**src/rtl/letc_mtimer.sv**
```systemverilog
// letc_mtimer: 64-bit machine timer (mtime/mtimecmp) behind a single-outstanding register bus.
// Optional prescaler is built when LETC_MTIMER_PRESCALER_EN is defined.
module letc_mtimer #(
  parameter bit          RESET_ENABLE = 1'b1,
  parameter int unsigned PRESCALE_W   = 16
) (
  input  logic        i_clk,
  input  logic        i_rst,
  input  logic        i_req_valid,
  output logic        o_req_ready,
  input  logic        i_req_wen,
  input  logic [4:0]  i_req_addr,
  input  logic [31:0] i_req_wdata,
  input  logic [3:0]  i_req_wstrb,
  output logic        o_rsp_valid,
  input  logic        i_rsp_ready,
  output logic [31:0] o_rsp_rdata,
  output logic        o_rsp_err,
  output logic        o_timer_irq_pending
);

  typedef enum logic [0:0] {
    ST_IDLE = 1'b0,
    ST_RESP = 1'b1
  } state_e;

  localparam logic [4:0] ADDR_MTIMEL    = 5'h00;
  localparam logic [4:0] ADDR_MTIMEH    = 5'h04;
  localparam logic [4:0] ADDR_MTIMECMPL = 5'h08;
  localparam logic [4:0] ADDR_MTIMECMPH = 5'h0C;
  localparam logic [4:0] ADDR_CTRL      = 5'h10;
  localparam logic [4:0] ADDR_SHADOWH   = 5'h14;
`ifdef LETC_MTIMER_PRESCALER_EN
  localparam logic [4:0] ADDR_PRESCALE  = 5'h18;
`endif

  if (PRESCALE_W < 1 || PRESCALE_W > 32) begin : g_prescale_w_check
    $error("letc_mtimer: PRESCALE_W must be in 1..32");
  end

  function automatic logic [31:0] merge_bytes(
    input logic [31:0] old_v,
    input logic [31:0] new_v,
    input logic [3:0]  strb
  );
    logic [31:0] res;
    for (int b = 0; b < 4; b++) begin
      res[8*b +: 8] = strb[b] ? new_v[8*b +: 8] : old_v[8*b +: 8];
    end
    return res;
  endfunction

  state_e      state_q;
  logic        req_ready_q;
  logic        rsp_valid_q;
  logic [31:0] rsp_rdata_q;
  logic        rsp_err_q;
  logic        irq_q;

  logic [63:0] mtime_q, mtime_d;
  logic [63:0] mtimecmp_q, mtimecmp_d;
  logic        en_q, en_d;
  logic [31:0] shadow_q, shadow_d;
  logic [31:0] rdata_d;
  logic        err_d;
  logic        accept_s;
  logic        tick_s;

`ifdef LETC_MTIMER_PRESCALER_EN
  logic [PRESCALE_W-1:0] prescale_q, prescale_d;
  logic [PRESCALE_W-1:0] pcnt_q, pcnt_d;
  assign tick_s = (pcnt_q == prescale_q);
`else
  assign tick_s = 1'b1;
`endif

  assign accept_s = i_req_valid & req_ready_q & (state_q == ST_IDLE);

  // Next-state of the timer registers and the response for an accepted access.
  always_comb begin
    mtimecmp_d = mtimecmp_q;
    en_d       = en_q;
    shadow_d   = shadow_q;
    rdata_d    = 32'd0;
    err_d      = 1'b0;
    if (en_q && tick_s) begin
      mtime_d = mtime_q + 64'd1;
    end else begin
      mtime_d = mtime_q;
    end
`ifdef LETC_MTIMER_PRESCALER_EN
    prescale_d = prescale_q;
    if (en_q) begin
      pcnt_d = tick_s ? '0 : pcnt_q + PRESCALE_W'(1);
    end else begin
      pcnt_d = pcnt_q;
    end
`endif
    if (!accept_s) begin
      rdata_d = 32'd0;
    end else if (i_req_addr[1:0] != 2'b00) begin
      err_d = 1'b1;
    end else begin
      // Software writes to mtime override the increment; the other half holds.
      case (i_req_addr)
        ADDR_MTIMEL: begin
          if (i_req_wen) begin
            mtime_d = {mtime_q[63:32], merge_bytes(mtime_q[31:0], i_req_wdata, i_req_wstrb)};
          end else begin
            rdata_d  = mtime_q[31:0];
            shadow_d = mtime_q[63:32];
          end
        end
        ADDR_MTIMEH: begin
          if (i_req_wen) begin
            mtime_d = {merge_bytes(mtime_q[63:32], i_req_wdata, i_req_wstrb), mtime_q[31:0]};
          end else begin
            rdata_d = mtime_q[63:32];
          end
        end
        ADDR_MTIMECMPL: begin
          if (i_req_wen) begin
            mtimecmp_d[31:0] = merge_bytes(mtimecmp_q[31:0], i_req_wdata, i_req_wstrb);
          end else begin
            rdata_d = mtimecmp_q[31:0];
          end
        end
        ADDR_MTIMECMPH: begin
          if (i_req_wen) begin
            mtimecmp_d[63:32] = merge_bytes(mtimecmp_q[63:32], i_req_wdata, i_req_wstrb);
          end else begin
            rdata_d = mtimecmp_q[63:32];
          end
        end
        ADDR_CTRL: begin
          if (i_req_wen) begin
            en_d = i_req_wstrb[0] ? i_req_wdata[0] : en_q;
          end else begin
            rdata_d = {31'd0, en_q};
          end
        end
        ADDR_SHADOWH: begin
          if (i_req_wen) begin
            err_d = 1'b1;
          end else begin
            rdata_d = shadow_q;
          end
        end
`ifdef LETC_MTIMER_PRESCALER_EN
        ADDR_PRESCALE: begin
          if (i_req_wen) begin
            prescale_d = PRESCALE_W'(merge_bytes(32'(prescale_q), i_req_wdata, i_req_wstrb));
            pcnt_d     = '0;
          end else begin
            rdata_d = 32'(prescale_q);
          end
        end
`endif
        default: begin
          err_d = 1'b1;
        end
      endcase
      if (err_d) begin
        rdata_d = 32'd0;
      end else begin
        rdata_d = rdata_d;
      end
    end
  end

  // Timer state registers and the registered compare interrupt.
  always_ff @(posedge i_clk or posedge i_rst) begin
    if (i_rst) begin
      mtime_q    <= 64'd0;
      mtimecmp_q <= 64'hFFFF_FFFF_FFFF_FFFF;
      en_q       <= RESET_ENABLE;
      shadow_q   <= 32'd0;
      irq_q      <= 1'b0;
`ifdef LETC_MTIMER_PRESCALER_EN
      prescale_q <= '0;
      pcnt_q     <= '0;
`endif
    end else begin
      mtime_q    <= mtime_d;
      mtimecmp_q <= mtimecmp_d;
      en_q       <= en_d;
      shadow_q   <= shadow_d;
      irq_q      <= (mtime_q >= mtimecmp_q);
`ifdef LETC_MTIMER_PRESCALER_EN
      prescale_q <= prescale_d;
      pcnt_q     <= pcnt_d;
`endif
    end
  end

  // Bus handshake FSM with registered ready and response fields.
  always_ff @(posedge i_clk or posedge i_rst) begin
    if (i_rst) begin
      state_q     <= ST_IDLE;
      req_ready_q <= 1'b0;
      rsp_valid_q <= 1'b0;
      rsp_rdata_q <= 32'd0;
      rsp_err_q   <= 1'b0;
    end else begin
      case (state_q)
        ST_IDLE: begin
          if (accept_s) begin
            state_q     <= ST_RESP;
            req_ready_q <= 1'b0;
            rsp_valid_q <= 1'b1;
            rsp_rdata_q <= rdata_d;
            rsp_err_q   <= err_d;
          end else begin
            req_ready_q <= 1'b1;
          end
        end
        ST_RESP: begin
          if (i_rsp_ready) begin
            state_q     <= ST_IDLE;
            req_ready_q <= 1'b1;
            rsp_valid_q <= 1'b0;
          end else begin
            req_ready_q <= 1'b0;
          end
        end
        default: begin
          state_q     <= ST_IDLE;
          req_ready_q <= 1'b0;
          rsp_valid_q <= 1'b0;
          rsp_rdata_q <= 32'd0;
          rsp_err_q   <= 1'b0;
        end
      endcase
    end
  end

  assign o_req_ready         = req_ready_q;
  assign o_rsp_valid         = rsp_valid_q;
  assign o_rsp_rdata         = rsp_rdata_q;
  assign o_rsp_err           = rsp_err_q;
  assign o_timer_irq_pending = irq_q;

endmodule

```
**config.mk**
```make
export PLATFORM = sky130hd
export DESIGN_NAME = letc_mtimer
export DESIGN_NICKNAME = d
export VERILOG_FILES = /design/src/rtl/letc_mtimer.sv
export SDC_FILE = /design/constraint.sdc
export NUM_CORES = 1
export LEC_CHECK = 0
export CELL_PAD_IN_SITES_DETAIL_PLACEMENT = 0
export CELL_PAD_IN_SITES_GLOBAL_PLACEMENT = 1
export CORE_AREA = 2 2 176 178
export CTS_CLUSTER_DIAMETER = 200
export DETAILED_ROUTE_END_ITERATION = 16
export DIE_AREA = 0 0 178 180
export PLACE_DENSITY_LB_ADDON = 0.15
export SLEW_MARGIN = 20
export SYNTH_ARGS = -nofsm -noshare
export SYNTH_HDL_FRONTEND = slang
export SYNTH_SLANG_ARGS = --single-unit
export TNS_END_PERCENT = 30
```
**constraint.sdc**
```tcl
create_clock -name i_clk -period 6.2 [get_ports i_clk]
set_clock_uncertainty 0.05 [all_clocks]
set_input_delay 0.62 -clock i_clk [delete_from_list [all_inputs] [get_ports i_clk]]
set_output_delay 0.62 -clock i_clk [all_outputs]
set_load 0.01 [all_outputs]
```
# After elaboration in Yosys (flattened, before gate mapping)
# Index checks and enable logic that the tools add are counted.
# W data, S select, Z words.
[totals]
wordCells = 104
register_bits = 198
out_inout_bits = 36
[classes]
magnitude_cmp = 1
addsub = 1
bitwise = 5
n_eq_ne = 17
mux = 33
reduce_logical = 23
[op_table]
columns = ["cell", "count"]
rows = [
  ["$mux W64", 5],
  ["$mux W32", 7],
  ["$pmux W32 S6", 1],
  ["$pmux W64 S2", 1],
  ["$add A64 B1 Y64 const B", 1],
  ["$ge A64 B64 Y1", 1],
  ["$reduce_and A5 Y1", 9],
  ["$ne A5 B5 Y1 const B", 8],
  ["$mux W8", 4],
  ["$reduce_and A2 Y1", 10],
  ["$mux W1", 11],
  ["$eq A5 B4 Y1 const B", 2],
  ["$eq A5 B5 Y1 const B", 2],
  ["$ne A4 B4 Y1 const B", 2],
  ["$pmux W1 S2", 4],
  ["$eq A5 B3 Y1 const B", 1],
  ["$logic_not A5 Y1", 1],
  ["$reduce_or A5 Y1", 1],
  ["$ne A2 B2 Y1 const B", 2],
  ["$reduce_and A4 Y1", 1],
  ["$not A1 Y1", 3],
  ["$and A1 B1 Y1", 2],
  ["$reduce_bool A2 Y1", 1],
]

# Longest topological paths before layout
# Gate-level depths: netlist of run 1.
[depth]
ltp_word = 7
mapped_depth = 9

# Worst setup path after synthesis of run 1
# No wires, ideal clock.
[synth_path]
kind = "input to register"
start = "in i_req_addr[2]"
end = "reg shadow_q[0]"
t_required_ns = 6.025
path_buffers = 3
path_slack_ns = 3.743
arrival_ns = 2.282
path_stages = 8
path_cell_list = "buf_2 -> or3_1 -> buf_2 -> nor2_2 -> nand2_1 -> nor2_2 -> buf_2 -> mux2_2"
[synth_via]
elab_chain_cells = 2
[synth_lines]
columns = ["item", "line", "rtl"]
rows = [
  ["start, declared", "12", "input logic [4:0] i_req_addr,"],
  ["$logic_not A5 Y1", "105", "case (i_req_addr)"],
  ["$reduce_and A4 Y1 (no source line)", "--", ""],
  ["end signal, assigned", "187", "shadow_q <= shadow_d;"],
  ["end, declared", "63", "logic [31:0] shadow_q, shadow_d;"],
]
# Every way passes these cells.
# A chain may end at the register's enable or synchronous reset.

# Worst setup path in the final report of run 1
[layout_path]
start = "in i_req_addr[3]"
end = "reg mtimecmp_q[26]"
[layout_via]
elab_chain_cells = 2
[layout_lines]
columns = ["item", "line", "rtl"]
rows = [
  ["$eq A5 B4 Y1", "105", ""],
  ["$reduce_and A5 Y1 (no source line)", "--", ""],
  ["end signal, assigned", "185", "mtimecmp_q <= mtimecmp_d;"],
  ["end, declared", "61", "logic [63:0] mtimecmp_q, mtimecmp_d;"],
]
# Every way passes these cells.

==> results of run 1 <==
[state kept, by name, summed over array words and instances, names as in the netlist]
name / cells
en_q: 1
o_timer_irq_pending: 1
mtime_q: 64
o_req_ready: 1
o_rsp_valid: 1
mtimecmp_q: 64
o_rsp_rdata: 32
shadow_q: 32
state_q: 1
o_rsp_err: 1
[worst max path at each step]
stage | end | startpoint | slack (ns)
global route | mtimecmp_q[26] | i_req_addr[3] | 2.30
detailed placement | mtimecmp_q[26] | i_req_addr[3] | 2.04
finish | mtimecmp_q[26] | i_req_addr[3] | 2.42
global placement | mtimecmp_q[28] | i_req_addr[3] | 2.19
CTS | o_timer_irq_pending | mtimecmp_q[47] | 2.50
floorplan | mtime_q[0] | i_rst | 0.24
[cell usage in the layout (no fill, tap or decap), types with 12 or more instances in the layout]
cell,synthesis,final
dfstp_2,65,65
a21o_1,20,20
nand2b_1,23,23
and3_1,14,14
o21ai_0,138,137
a21oi_1,125,124
clkbuf_16,0,17
ha_1,65,65
a211oi_1,12,12
nand3_1,33,33
a32oi_1,19,19
nand2_1,106,106
a221oi_1,14,14
a222oi_1,19,19
nor2_1,64,62
a22oi_1,20,20
mux2_2,80,80
inv_1,80,79
a221o_1,12,12
nand4_1,30,30
nor3_1,40,37
a31oi_1,23,23
buf_4,3,34
clkdlybuf4s50_1,0,80
dfrtp_1,133,133
and2_1,16,15
[cell type report]
class | count | share of cell area [%]
well taps | 396 | 3.447
clock inverters | 10 | 1.001
inverters | 80 | 2.141
clock buffers | 22 | 3.368
repair buffers | 115 | 7.381
flip-flops and latches | 198 | 35.03
multi-input cells | 1004 | 47.63
[kinds of logic (layout without fill, tap and decap cells)]
group           count (synthesis)  after routing  share of synthesized area [%]
compound gates                461            461                          23.59
xor+xnor                        1              1                        0.07013
fa+ha+maj                      65             65                          6.511
buf+inv                       159            227                          5.209
flops                         198            198                          40.32
mux                            88             88                          7.853
simple gates                  389            389                          16.45
[through the flow]
stage	cells	power, W	setup WS (ns)
3_3_place_gp	1792	0.002434	2.194
4_1_cts	1825	0.003659	2.499
5_1_grt	1825	0.003839	2.299
2_1_floorplan	1361	0.002090	0.2403
3_5_place_dp	1793	0.002441	2.037
6_report	1825	0.003656	2.420
[power by group through the flow]
stage / combinational (W) / sequential, W / clock, W
2_1_floorplan: 0.000495 / 0.00160 / 0
3_3_place_gp: 0.000735 / 0.00170 / 0
3_5_place_dp: 0.000744 / 0.00170 / 0
4_1_cts: 0.000748 / 0.00167 / 0.00124
5_1_grt: 0.000846 / 0.00170 / 0.00129
6_report: 0.000751 / 0.00169 / 0.00122
[layer usage]
metal / routed length [um] / up-vias
li1: - / 5238
met1: 20570 / 5701
met2: 20440 / 583
met3: 4035 / 50
met4: 878 / 4
met5: 28 / -
==> results.md, run 1 <==
- Clock Root Buffer: clkbuf_16
- Comb power frac: approximately a fifth
- Most common cell in the netlist: o21ai_0
- CTS max path bufs: 2
- Via density: between 6 and 7
- Post-Route Utilization: around 48%
- Reg clk slew, reported paths: 0.07 ns
- Area grow syn2layout: 15.09%
- Worst IR Drop VDD: 210.8 uV
- Layout cells sized above 1: between 15 and 20%
- DRC viols: 0
- Clock H-tree levels: 4
- Final min period: about 3.8 ns
- Final WL: ~46 mm
- Filler Cell Count: about 2.9k
- First-pass GRT wire length: about 70 mm
- Rows: between 60 and 70
- Critical Path RT: between 6 and 7 ns
- Hold depth: 1
- Max_cap viols: 0
- Static Leak: between 5 and 6 nW
- # resized after CTS: 0
- Multi-input logic area: 0.006847 mm2
- Hold-critical path endpoint: o_rsp_rdata[24]
- Critical R2R Capture: o_timer_irq_pending
- Max_slew headroom: between 10% and 20%
- Port Buffer Count: a little over 80
- Crit path launch type: input pin
- Post-synth top cells: 138 x o21ai_0, 133 x dfrtp_1, 125 x a21oi_1
- Post-route cell area: roughly 0.014 mm2
- Yosys warns: 0
- Status: completed
- Part of the power in registers: a little under half
- Crit Path Category: input pin to register
- Type of the worst min-delay path: register to register
- Setup tns final: 0 ns
- CTS sink cnt: 198
- Final HPWL DP: around 33 mm
- Fin Hold WS: 0.4286 ns
- Int Pwr: 0.002428 W
- Post-cts hold buffer count: 0
- Grt met2 use: a little over two fifths
- Sw Ratio: between 30% and 40%
- WP data arrival: roughly 4.1 ns
- Core ar.: slightly above 0.03 mm2
- Synth async-reset ratio: 100.0%
- Clock power share: 33.3%
- Gr usage total: between 20% and 30%
- Routability cong.: approximately 0.90
- Top-area cell type share of the netlist area: 26.65%
- Switching Power: around 0.0012 W
- Register area share after synthesis: between 40 and 50%
- Crit-path max FO: 16
- Distinct cells, synth: 76
- Width of the die: roughly 180 um
- Setup violations, final: 0
- Number of global-route vias before repair: between 10k and 15k
- Max-slew violations: 0
- Die height: between 150 and 200 um
- Number of diodes: 0
- RSZ-0062 raised after global routing: no
- Worst-path cell chain: clkdlybuf4s50_1 -> nand2b_1 -> buf_4 -> nor2_2 -> buf_4 -> nand3_1 -> mux2_2
- Post-synth EDFFs: 0
- Crit-path max cell delay: 0.83 ns
- CTS tree: done
- Gr ovfl total: 0
- Nets: 1527
- Largest delay share family, worst path: simple AND/OR/NAND/NOR gates
- Post-synthesis register bit count: 198
- Top Usage Layer GRT: met2
- Crit end category: register
- Reg2Reg Depth: 8
- Post-CTS Setup Inserts: 0
- Syn_nets: ~1.5k
- Clock Latency Late Sink: between 0.4 and 0.5 ns
- Pin count of the biggest net entering global routing: ~100
- Max Fclk: between 200 and 300 MHz
- DRT Pass-1 Iters: 6
- Iteration-0 DRC Markers: 1234
- Buf/Inv on CP: 3
- Crit Reg-Reg Startpoint: mtimecmp_q[47]
- R2R Setup Slk: around 2.5 ns
- DR vias: about 12k
- Top cells by area, synth: dfrtp_1 27%, dfstp_2 14%, mux2_2 7.2%
- Period utilization: 60.98%
- Post-Syn Instances: approximately 1.4k
- Worst hold path startpoint: o_rsp_rdata[24]
- TritonCTS Buffers: 17
- Starting Density: around two fifths
- CP most frequent cell: buf_4
- P per Cell Area: 254.3 mW/mm2
- GRT met1 Usage: 42.48%
- WP depth: 7
- Fin. Hold Viols: 0
- Syn avg cell area: between 9 and 10 um2
- Area after DPL: 0.01375 mm2
- Global routing usage on met3: ~6.0%
- Area leader, netlist: dfrtp_1
- Slowest CP cell: nor2_2
- Die area: ~0.032 mm2
- Post-Syn Area: around 0.012 mm2
- Top_reg_cell synth: dfrtp_1
- Register area: ~0.0050 mm2
- ANT nets after route: 0
- IO Count: between 80 and 90
- Least-Margin Pin Slew: around 1.2 ns
- Initial antenna violation count: 3
- WL/cell: approximately 25 um
No activity file was read; power rests on OpenSTA's default activity.
==> run 2, diff against run 1 <==
- clock period: 6.2 -> 3.12 ns (I/O delays scaled with it)
==> run 2 against run 1 <==
Compared with the run above:
- clock power grew 80%
- final cell count grew 5.9%
- first-iteration DRC count shrank 3.2%
- global-route usage grew 1.1 points
- combinational power grew to 2.6 times the previous value
- routed wire length grew 3.2%
- flip-flop and latch count is the same
- critical endpoint is now mtime_q[36]
- largest cell class unchanged
- highest routed layer is now met4
==> results.md, run 2 (same netlist as run 1, synthesis figures left out) <==
- Final WL: 47.41 mm (was 45.96 mm)
- WL/cell: 24.53 um (was 25.18 um)
- Reg clk slew, reported paths: 0.08 ns (was 0.07 ns)
- Largest regs: mtime_q x64, mtimecmp_q x64 (unchanged)
- Post-cts hold buffer count: 0 (unchanged)
- Max_slew headroom: 35.60% (was 19.92%)
- Filler Cell Count: 2852 (was 2889)
- WP data arrival: 3.01 ns (was 4.11 ns)
- CTS sink cnt: 198 (unchanged)
- Fin. Hold Viols: 0 (unchanged)
- Crit Path Category: register to register (was input pin to register)
- Post-route cell area: 0.01521 mm2 (was 0.01438 mm2)
- CTS tree: done (unchanged)
- Critical Path RT: 3.44 ns (was 6.53 ns)
- # resized after CTS: 0 (unchanged)
- Area after DPL: 0.01465 mm2 (was 0.01375 mm2)
- DRC viols: 0 (unchanged)
- Fin Hold WS: 0.09459 ns (was 0.4286 ns)
- Crit path launch type: register (was input pin)
- Routability cong.: 0.8994 (was 0.9011)
- Gr usage total: 30.14% (was 29.02%)
- P per Cell Area: 480.7 mW/mm2 (was 254.3 mW/mm2)
- Iteration-0 DRC Markers: 1195 (was 1234)
- Crit end category: register (unchanged)
- Status: completed (unchanged)
- TritonCTS Buffers: 17 (unchanged)
- CTS max path bufs: 2 (unchanged)
- Number of placed cells counting well taps: 1900 (was 1793)
- Die height: 180 um (unchanged)
- Final HPWL DP: 34.44 mm (was 32.55 mm)
- Crit-path max FO: 11 (was 16)
- Max-slew violations: 0 (unchanged)
- Final min period: approximately 2.7 ns
- Gr ovfl total: 0 (unchanged)
- First-pass GRT wire length: 72.19 mm (was 69.89 mm)
- Non-Filler Instances: 1933 (was 1825)
- Most frequent cells in the layout: 138 x o21ai_0, 133 x dfrtp_1, 132 x buf_4, 125 x a21oi_1, 106 x nand2_1 (was 137 x o21ai_0, 133 x dfrtp_1, 124 x a21oi_1, 106 x nand2_1)
- Type of the worst min-delay path: input pin to async pin (was register to register)
- Pin count of the biggest net entering global routing: 95 (was 103)
- Clock Latency Late Sink: 0.45 ns (was 0.46 ns)
- Setup violations, final: 0 (unchanged)
- DR vias: 12.02k (was 11.58k)
- Clock H-tree levels: 4 (unchanged)
- Port Buffer Count: 81 (unchanged)
- Starting Density: 41.38% (unchanged)
- Most common cell after layout, fill and taps aside: o21ai_0 (unchanged)
- Worst IR Drop VDD: 291.6 uV (was 210.8 uV)
- Nets: 1634 (was 1527)
- Post-CTS Setup Inserts: 0 (unchanged)
- DRT Pass-1 Iters: 6 (unchanged)
- IO Count: 82 (unchanged)
- Initial antenna violation count: 1 (was 3)
- Number of global-route vias before repair: 11.63k (was 10.94k)
- Die area: 0.03204 mm2 (unchanged)
- Max Fclk: around 370 MHz
- Core ar.: 0.03019 mm2 (unchanged)
- Rows: 64 (unchanged)
- Layout cells sized above 1: 22.46% (was 16.72%)
- Max_cap viols: 0 (unchanged)
- Via density: 6.218 (was 6.343)
- Least-Margin Pin Slew: 0.9602 ns (was 1.190 ns)
- Setup tns final: 0 ns (unchanged)
- Clock Root Buffer: clkbuf_16 (unchanged)
- Static Leak: 6.397 nW (was 5.861 nW)
- Period utilization: ~86%
- ANT nets after route: 0 (unchanged)
- Area grow syn2layout: 21.74% (was 15.09%)
- Width of the die: 178 um (unchanged)
- RSZ-0062 raised after global routing: no (unchanged)
- Post-Route Utilization: 50.37% (was 47.62%)
==> run 2: cell types whose count changed in the layout (fill, tap and decap cells not counted), sizes merged <==
cell	delta
buf	+107
inv	+6
clkbuf	-4
bufinv	-3
clkinvlp	+1
diode	+1
==> run 2: cell type report <==
class	instances	area, um2	area share [%]
Inverter	80	304.0	2.000
Sequential cell	198	5036	33.12
Tap cell	396	495.5	3.258
Multi-Input combinational cell	1004	6838	44.97
Clock buffer	18	439.2	2.888
Timing Repair Buffer	222	1977	13.00
Clock inverter	14	113.9	0.7488
Antenna cell	1	2.502	0.01646
==> run 2: metrics by stage <==
stage | power [W] | setup WS [ns]
floorplan | 0.004154 | 0.2507
global placement | 0.005095 | 0.1765
detailed placement | 0.005130 | 0.1807
CTS | 0.007333 | 0.4777
global route | 0.007667 | 0.1449
finish | 0.007309 | 0.4253
==> run 2: routing by layer <==
layer  GRT usage, %  part of all wire (%)  vias up
met5              0                     0        -
met4          11.51                   3.3        0
met3          5.732                   8.1       83
met2          44.82                    44      544
met1          43.22                    45     5952
li1               -                     -     5440
==> run 2: final timing paths <==
path / to / cells past startpoint / slack [ns] / from
max: mtime_q[36] / 8 / 0.43 / mtime_q[0]
min: o_rsp_rdata[7] / 2 / 0.09 / i_rst
max reg2reg: mtime_q[36] / 8 / 0.43 / mtime_q[0]
min reg2reg: o_rsp_rdata[24] / 1 / 0.43 / o_rsp_rdata[24]
max in group asynchronous: mtimecmp_q[22] / 3 / 2.14 / i_rst
min in group i_clk: o_rsp_rdata[24] / 1 / 0.43 / o_rsp_rdata[24]
==> run 2: worst max-delay path, cell delays in order (launching register included) <==
cell and delay (ns):
dfrtp_1 0.53, ha_1 0.24, nand4_1 0.21, or2_2 0.47
nor4_2 0.32, buf_4 0.28, nor4b_1 0.26, a21oi_1 0.06
o21ai_0 0.16
==> run 2: power by group <==
part           leakage, nW  total (W)  switching (W)  internal, W
Sequential            2.41    0.00317       0.000321      0.00285
Combinational         3.72    0.00194        0.00112     0.000824
Clock                0.267    0.00220        0.00113      0.00107
Total                 6.40    0.00731        0.00257      0.00474
==> run 3, diff against run 2 <==
- CORE_AREA: 2 2 176 178 -> 2 2 134 234
- DIE_AREA: 0 0 178 180 -> 0 0 136 236
- REMOVE_ABC_BUFFERS: default -> 1
==> run 3 against run 2 <==
Compared with the run above:
- critical path depth unchanged
- final cell count unchanged
- maximum frequency fell by 2.1%
- combinational power is essentially flat
- routed wire length up 6.6%
==> results.md, run 3 (same netlist as run 1, synthesis figures left out) <==
- Core ar.: 0.03042 mm2 (was 0.03019 mm2)
- Initial antenna violation count: 0 (was 1)
- Post-cts hold buffer count: 0 (unchanged)
- Post-Route Utilization: 50.17% (was 50.37%)
- Int Pwr: 0.004958 W (was 0.004739 W)
- Max_cap viols: 0 (unchanged)
- TritonCTS Buffers: 17 (unchanged)
- Worst IR Drop VDD: 401.0 uV (was 291.6 uV)
- Width of the die: 136 um (was 178 um)
- ANT nets after route: 0 (unchanged)
- Rows: 85 (was 64)
- Starting Density: 41.07% (was 41.38%)
- Non-Filler Instances: 1933 (unchanged)
- # resized after CTS: 0 (unchanged)
- Static Leak: 6.453 nW (was 6.397 nW)
- DRC viols: 0 (unchanged)
- Clock H-tree levels: 4 (unchanged)
- Crit Reg-Reg Startpoint: mtime_q[38] (was mtime_q[0])
- Max-slew violations: 0 (unchanged)
- Least-Margin Pin Slew: 0.7716 ns (was 0.9602 ns)
- WP data arrival: 3.07 ns (was 3.01 ns)
- PnR worst setup slack: 0.3681 ns (was 0.4253 ns)
- Post-route cell area: 0.01526 mm2 (was 0.01521 mm2)
- Largest regs: mtime_q x64, mtimecmp_q x64 (unchanged)
- Most common cell after layout, fill and taps aside: buf_4 (was o21ai_0)
- Switching Power: 0.002629 W (was 0.002570 W)
- CTS tree: done (unchanged)
- Crit path launch type: register (unchanged)
- Number of placed cells counting well taps: 1901 (was 1900)
- Sw Ratio: 34.65% (was 35.16%)
- Number of diodes: 0 (was 1)
- Crit-path max FO: 15 (was 11)
- Critical Path RT: 3.44 ns (about the same)
- Max_slew headroom: 48.02% (was 35.60%)
- Layout cells sized above 1: 22.76% (was 22.46%)
- Fin. Hold Viols: 0 (unchanged)
- Period utilization: 88.20% (was 86.37%)
- Crit end category: register (unchanged)
- Final WL: 50.56 mm (was 47.41 mm)
- Type of the worst min-delay path: input pin to async pin (unchanged)
- Final min period: 2.752 ns (was 2.695 ns)
- Area after DPL: 0.01464 mm2 (was 0.01465 mm2)
- Dpl ws: 0.08346 ns (was 0.1807 ns)
- Fin Hold WS: 0.2941 ns (was 0.09459 ns)
- Die area: 0.03210 mm2 (was 0.03204 mm2)
- Die height: 236 um (was 180 um)
- First-pass GRT wire length: 76.00 mm (was 72.19 mm)
- Routability cong.: 0.9894 (was 0.8994)
- Reg clk slew, reported paths: 0.08 ns (about the same)
- Gr usage total: 32.27% (was 30.14%)
- Pin count of the biggest net entering global routing: 81 (was 95)
- Clock power share: 31.7% (was 30.1%)
- Setup violations, final: 0 (unchanged)
- Part of the power in registers: 42.3% (was 43.4%)
- Via density: 6.211 (was 6.218)
- CTS max path bufs: 2 (unchanged)
- Port Buffer Count: 81 (unchanged)
- Post-CTS Setup Inserts: 0 (unchanged)
- Setup crit start: mtime_q[38] (was mtime_q[0])
- DRT Pass-1 Iters: 5 (was 6)
- IO Count: 82 (unchanged)
- DR vias: 12.01k (was 12.02k)
- Area grow syn2layout: 22.18% (was 21.74%)
- Iteration-0 DRC Markers: 974 (was 1195)
- Most frequent cells in the layout: 142 x buf_4, 138 x o21ai_0, 133 x dfrtp_1, 125 x a21oi_1, 106 x nand2_1 (was 138 x o21ai_0, 133 x dfrtp_1, 132 x buf_4, 125 x a21oi_1, 106 x nand2_1)
- Final HPWL DP: 38.49 mm (was 34.44 mm)
- WL/cell: 26.16 um (was 24.53 um)
- CTS sink cnt: 198 (unchanged)
- Clock Root Buffer: clkbuf_16 (unchanged)
- P per Cell Area: 497.2 mW/mm2 (was 480.7 mW/mm2)
- Clock Latency Late Sink: 0.47 ns (was 0.45 ns)
- Gr ovfl total: 0 (unchanged)
- Number of global-route vias before repair: 12.24k (was 11.63k)
- Comb power frac: 26.0% (was 26.5%)
- Nets: 1640 (was 1634)
- Max Fclk: 363.4 MHz (was 371.1 MHz)
- Crit Path Category: register to register (unchanged)
- RSZ-0062 raised after global routing: no (unchanged)
- Status: completed (unchanged)
-- run 3: worst max-delay path, cell delays in order, from the launching register on --
cell	delay, ns
dfrtp_1	0.44
buf_4	0.22
and3_1	0.32
nand4_2	0.25
nor3_1	0.23
buf_4	0.28
and2_1	0.48
a32oi_1	0.17
o21ai_0	0.21
-- run 3: per-stage QoR --
step                total power [W]  setup TNS (ns)
detailed placement         0.005197               0
global placement           0.005165               0
floorplan                  0.004116         -414.76
global route               0.007927               0
finish                     0.007587               0
CTS                        0.007618               0
-- run 3: cell type report --
cell class	count	area (um2)
fillers	2974	15160
multi-input cells	1004	6838
flip-flops and latches	198	5036
repair buffers	228	1972
well taps	391	489.2
clock buffers	17	425.4
inverters	80	307.8
clock inverters	15	192.7
-- run 3: path summary, 6_finish.rpt --
| kind | endpoint | slack, ns | cells after the start |
|---|---|---|---|
| max | mtime_q[45] | 0.37 | 8 |
| min | o_rsp_rdata[19] | 0.29 | 2 |
| max reg2reg | mtime_q[45] | 0.37 | 8 |
| min reg2reg | o_rsp_rdata[12] | 0.43 | 1 |
| max in group asynchronous | mtimecmp_q[48] | 1.90 | 3 |
| min in group i_clk | mtime_q[37] | 0.39 | 4 |
-- run 3: power by group through the flow --
stage                     clock network (W)  registers (W)  logic, W
after global routing                0.00254        0.00325   0.00214
final                               0.00241        0.00321   0.00197
after CTS                           0.00246        0.00320   0.00196
after global placement                    0        0.00324   0.00192
after floorplan                           0        0.00318  0.000932
after detailed placement                  0        0.00324   0.00195
-- run 3: per-layer routing --
metal / global-route usage (%) / vias up / part of all wire [%]
met5: 0 / - / 0
met4: 21.12 / 0 / 7.0
met3: 4.578 / 136 / 4.3
met2: 55.92 / 455 / 52
met1: 36.27 / 5978 / 37
li1: - / 5437 / -
==> edit 1, RTL diff (config.mk and constraints of run 1) <==
The option `LETC_MTIMER_PRESCALER_EN` is turned on by a define.
--- a/src/rtl/letc_mtimer.sv
+++ b/src/rtl/letc_mtimer.sv
@@ -1,5 +1,7 @@
 // letc_mtimer: 64-bit machine timer (mtime/mtimecmp) behind a single-outstanding register bus.
 // Optional prescaler is built when LETC_MTIMER_PRESCALER_EN is defined.
+`define LETC_MTIMER_PRESCALER_EN
+
 module letc_mtimer #(
   parameter bit          RESET_ENABLE = 1'b1,
   parameter int unsigned PRESCALE_W   = 16
Check against the original RTL: not settled (the Yosys comparison gave no result); the edit may change what the design does.
==> edit 1 against run 1 <==
- wire length rose by 18%
- global-route usage rose by 5.1 points
- register-to-register slack got worse by 200 ps
- non-clock buffer count fell by 12
- clock power rose by 45%
- synthesized cell count rose by 19%
- sequential power rose by 22%
- total power rose by 34%
- count of clock-buffer cells in the layout rose by 21
- sequential cell count rose by 32
- worst setup slack got worse by 140 ps
- synthesized area rose by 20%
- critical path depth fell by 1
- cell area rose by 18%
- critical endpoint is now mtime_q[52]
==> edit 1: results (changes against run 1) <==
| Metric | Value |
|---|---|
| R2R depth | 6 (-2) |
| Post-DP HPWL | 37,580 um (+15%) |
| Synth Area in XOR/XNOR | 0.01817 (+0.01747) |
| Multiplexer share of the synthesized area | 0.1068 (+0.02831) |
| H-Tree Depth | 1 (-3) |
| Sequential share of power | 0.421 (-0.040) |
| DR iter-0 viols | 1,096 (-11%) |
| CP arrival | 4340 ps (+230 ps) |
| Pwr dens | 288.4 nW/um^2 (+13%) |
| Largest net degree at the start of global routing | 145 (+41%) |
| Sequential-to-total area share from yosys stat | 0.3906 (-0.01258) |
| Reg2reg start | mtime_q[28] |
| Layout fillers | 2,774 (-4.0%) |
| Status | finished, final reports clean |
| Nets@finish | 1,758 (+15%) |
| CP peak stage delay | 1030 ps (+200 ps) |
| Num CTS Buffers | 28 (+11) |
| P_sw | 1.678 mW (+37%) |
| Reg2reg end | mtime_q[52] |
| Initial antenna violation count | 0 (-3) |
| Synth cell types | 91 (+20%) |
| Worst min path class | primary input to asynchronous set/reset pin |
| Fraction of layout cells with a size suffix above 1 | 0.1595 (-0.007777) |
| Top cells by count, synth | nand2_1 (186), dfrtp_1 (165), o21ai_0 (104) |
| Final wirelength | 54,280 um (+18%) |
| Post-Syn Nets | 1,725 (+17%) |
| Clk buf depth | 3 (+1) |
| Clk_lat worst skew | 560 ps (+100 ps) |
| Startpoint types | register |
| Area share of fa/ha/maj cells after synthesis | 0.05526 (-0.009848) |
| CP max FO | 11 (-5) |
| Pleak | 6.799 nW (+16%) |
| Reg2Reg Setup Slack | 2280 ps (-200 ps) |
| Wire length of the first global-routing pass | 83,160 um (+19%) |
| Vias after detailed routing | 13,520 (+17%) |
| Comb power frac | 0.219 (+0.013) |
| Slowest-stage cell, CP | nor2_1 |
| Worst rel slew slack | 0.1611 (-0.03813) |
| Diodes inserted | 0 (unchanged) |
| Vias in the first global route | 13,480 (+23%) |
| VDD IR max | 191.7 uV (-9.0%) |
| Synth top area cells | dfrtp_1 (28%), dfstp_2 (11%), mux2_2 (7.4%) |
| Placer Congestion | 0.9658 (+7.2%) |
| Synth Area in Compound Gates | 0.1835 (-0.05245) |
## edit 1: cell types whose count changed after synthesis, moves of 17 or more
| cell | run 1 | this run |
|---|---|---|
| a21o_1 | 20 | 3 |
| a21oi_1 | 125 | 72 |
| a222oi_1 | 19 | 0 |
| clkbuf_1 | 40 | 57 |
| dfrtp_1 | 133 | 165 |
| mux2_2 | 80 | 98 |
| mux2i_1 | 8 | 38 |
| nand2_1 | 106 | 186 |
| nand3_1 | 33 | 57 |
| nand4_1 | 30 | 51 |
| nor2_1 | 64 | 95 |
| o21ai_0 | 138 | 104 |
| xor2_1 | 0 | 29 |
## edit 1: layout make-up
class                   count  area share
repair buffers            103     0.05847
clock inverters             9    0.008543
well taps                 396     0.02916
flip-flops and latches    230      0.3435
inverters                  79     0.01767
clock buffers              43     0.04934
multi-input cells        1204      0.4933
## edit 1: stage by stage
step	setup slack, ps	hold slack, ps	util	instance area (um^2)	instances
final	2276	359.7	0.5628	16990	2064
after floorplan	2575	399.7	-	14950	1613
after detailed placement	2142	419.9	0.5297	15990	2011
after CTS	2533	365.5	0.5623	16980	2063
after global routing	2378	399.1	0.5628	16990	2064
after global placement	2190	413.4	0.5297	15990	2011
## edit 1: worst max path at each step
stage | endpoint | slack (ps)
finish | mtime_q[52] | 2280
global route | mtime_q[52] | 2380
CTS | mtime_q[52] | 2530
detailed placement | mtime_q[51] | 2140
global placement | mtime_q[12] | 2190
floorplan | mtime_q[0] | 2580
## edit 1: metal layers
layer	global-route usage	share of wire	wire, um	vias up
met2	0.5237	0.45	24460	610
met1	0.4664	0.42	22650	6672
met5	0.009259	0.00090	49	-
li1	-	-	-	6078
met4	0.1620	0.053	2883	2
met3	0.06028	0.078	4243	160
==> edit 2, RTL diff (flow settings as in run 1) <==
Without the edit above. Put one more register stage on the output `o_rsp_err`, with the module's reset. The value now appears one clock later. The other outputs are not delayed to match.
--- a/src/rtl/letc_mtimer.sv
+++ b/src/rtl/letc_mtimer.sv
@@ -237,7 +237,13 @@
   assign o_req_ready         = req_ready_q;
   assign o_rsp_valid         = rsp_valid_q;
   assign o_rsp_rdata         = rsp_rdata_q;
-  assign o_rsp_err           = rsp_err_q;
+  always_ff @(posedge i_clk or posedge i_rst) begin
+    if (i_rst) begin
+      o_rsp_err <= '0;
+    end else begin
+      o_rsp_err <= rsp_err_q;
+    end
+  end
   assign o_timer_irq_pending = irq_q;
 
 endmodule
Check against the original RTL: not settled (the Yosys comparison gave no result); the edit may change what the design does.
==> edit 2 against run 1 <==
- global-route usage down 0.12 points
- synthesized area up 0.20%
- register-to-register slack better by 360 ps
- maximum frequency down 1.4%
- core utilization about the same
- sequential cell count up 1
- cell area about the same
- count of clock-buffer cells in the layout unchanged
- wire length up 0.27%
- total power up 0.22%
- combinational power up 0.8%
- worst setup slack worse by 53 ps
==> edit 2: results (changes against run 1) <==
| Metric | Value |
|---|---|
| Status | finished, final reports clean |
| Post-CTS sizing | 0 (unchanged) |
| Vias in the first global route | 10,900 (-0.37%) |
| Worst slew pin tran | 1196 ps (+6.225 ps) |
| Gr usage total | 0.2890 (-0.001240) |
| CP max FO | 31 (+15) |
| Worst min path class | register to register |
| Initial antenna violation count | 2 (-1) |
| Port bufs | 81 (unchanged) |
| Placer Congestion | 0.8955 (-0.62%) |
| Fraction of layout cells with a size suffix above 1 | 0.1645 (-0.002799) |
| Largest net degree at the start of global routing | 117 (+14%) |
| Final wirelength | 46,080 um (+0.27%) |
| Nets@finish | 1,527 (unchanged) |
| Post-DP HPWL | 31,840 um (-2.2%) |
| Synth top area cells | dfrtp_1 (27%), dfstp_2 (14%), mux2_2 (7.2%) |
| DR iter-0 viols | 1,177 (-4.6%) |
| H-Tree Depth | 4 (unchanged) |
| Vias per cell | 6.366 (+0.37%) |
| Clk buf depth | 2 (unchanged) |
| Dpl cell area | 13,750 um^2 (about the same) |
| Pleak | 5.851 nW (-0.16%) |
| Final setup fails | 0 (unchanged) |
| Post-CTS setup repair buffer count | 0 (unchanged) |
| Sequential-to-total area share from yosys stat | 0.4044 (+0.001193) |
| Drt first pass iters | 7 (+1) |
| Worst-path clk slew | 80 ps |
| Main synth FF type | dfrtp_1 |
| CP arrival | 4180 ps (+70 ps) |
| Top cells by count, synth | o21ai_0 (138), dfrtp_1 (134), a21oi_1 (125) |
| VDD IR max | 197.9 uV (-6.1%) |
| Wire length of the first global-routing pass | 69,260 um (-0.91%) |
-- edit 2: cells by family after synthesis --
family,count (synthesis),synth area share
fa+ha+maj,65,0.06498
mux,88,0.07838
flops,199,0.4044
compound gates,461,0.2354
simple gates,389,0.1642
xor+xnor,1,0.0006999
buf+inv,159,0.05198
-- edit 2: layer usage --
metal,share of wire,GRT usage,vias to the layer above
met5,0,0,-
met4,0.027,0.08754,0
met3,0.081,0.04970,84
met2,0.44,0.4316,555
met1,0.45,0.4254,5773
li1,-,-,5213
-- edit 2: path summary, 6_finish.rpt --
kind,startpoint,slack [ps],to,cells past startpoint
min,rsp_err_q,390,o_rsp_err,0
max reg2reg,state_q,2840,mtimecmp_q[51],4
max in group asynchronous,i_rst,4140,shadow_q[28],3
min in group asynchronous,i_rst,680,o_rsp_rdata[1],2
max,i_req_addr[2],2370,mtime_q[17],8
min reg2reg,rsp_err_q,390,o_rsp_err,0
-- edit 2: critical path, stage by stage --
cell and delay (ps):
clkdlybuf4s50_1 750, nor3b_2 770, and2_2 600, buf_4 510, o21ai_1 340, and4_1 300, o22ai_1 110, o211a_1 160
-- edit 2: where the power goes --
group          leakage [nW]  switching, mW  internal (mW)  total (mW)
logic                  3.15          0.441          0.315       0.757
clock network         0.283          0.551          0.660        1.21
registers              2.42          0.255           1.44        1.70
total                  5.85           1.25           2.42        3.66
-- edit 2: metrics by stage --
| step | util | total power [mW] | cells | setup WS [ps] |
|---|---|---|---|---|
| after CTS | 0.4758 | 3.659 | 1824 | 2454 |
| after detailed placement | 0.4555 | 2.458 | 1792 | 1987 |
| final | 0.4761 | 3.664 | 1826 | 2367 |
| after floorplan | - | 2.099 | 1362 | 211.9 |
| after global routing | 0.4761 | 3.831 | 1826 | 2289 |
| after global placement | 0.4555 | 2.443 | 1792 | 2062 |
-- edit 2: final cells by class --
| cell class | count | area [um^2] |
|---|---|---|
| Multi-Input combinational cell | 1004 | 6842 |
| Timing Repair Buffer | 114 | 1054 |
| Antenna cell | 1 | 2.502 |
| Clock inverter | 10 | 146.4 |
| Clock buffer | 22 | 464.2 |
| Inverter | 80 | 307.8 |
| Tap cell | 396 | 495.5 |
| Sequential cell | 199 | 5061 |
| Fill cell | 2884 | 15820 |
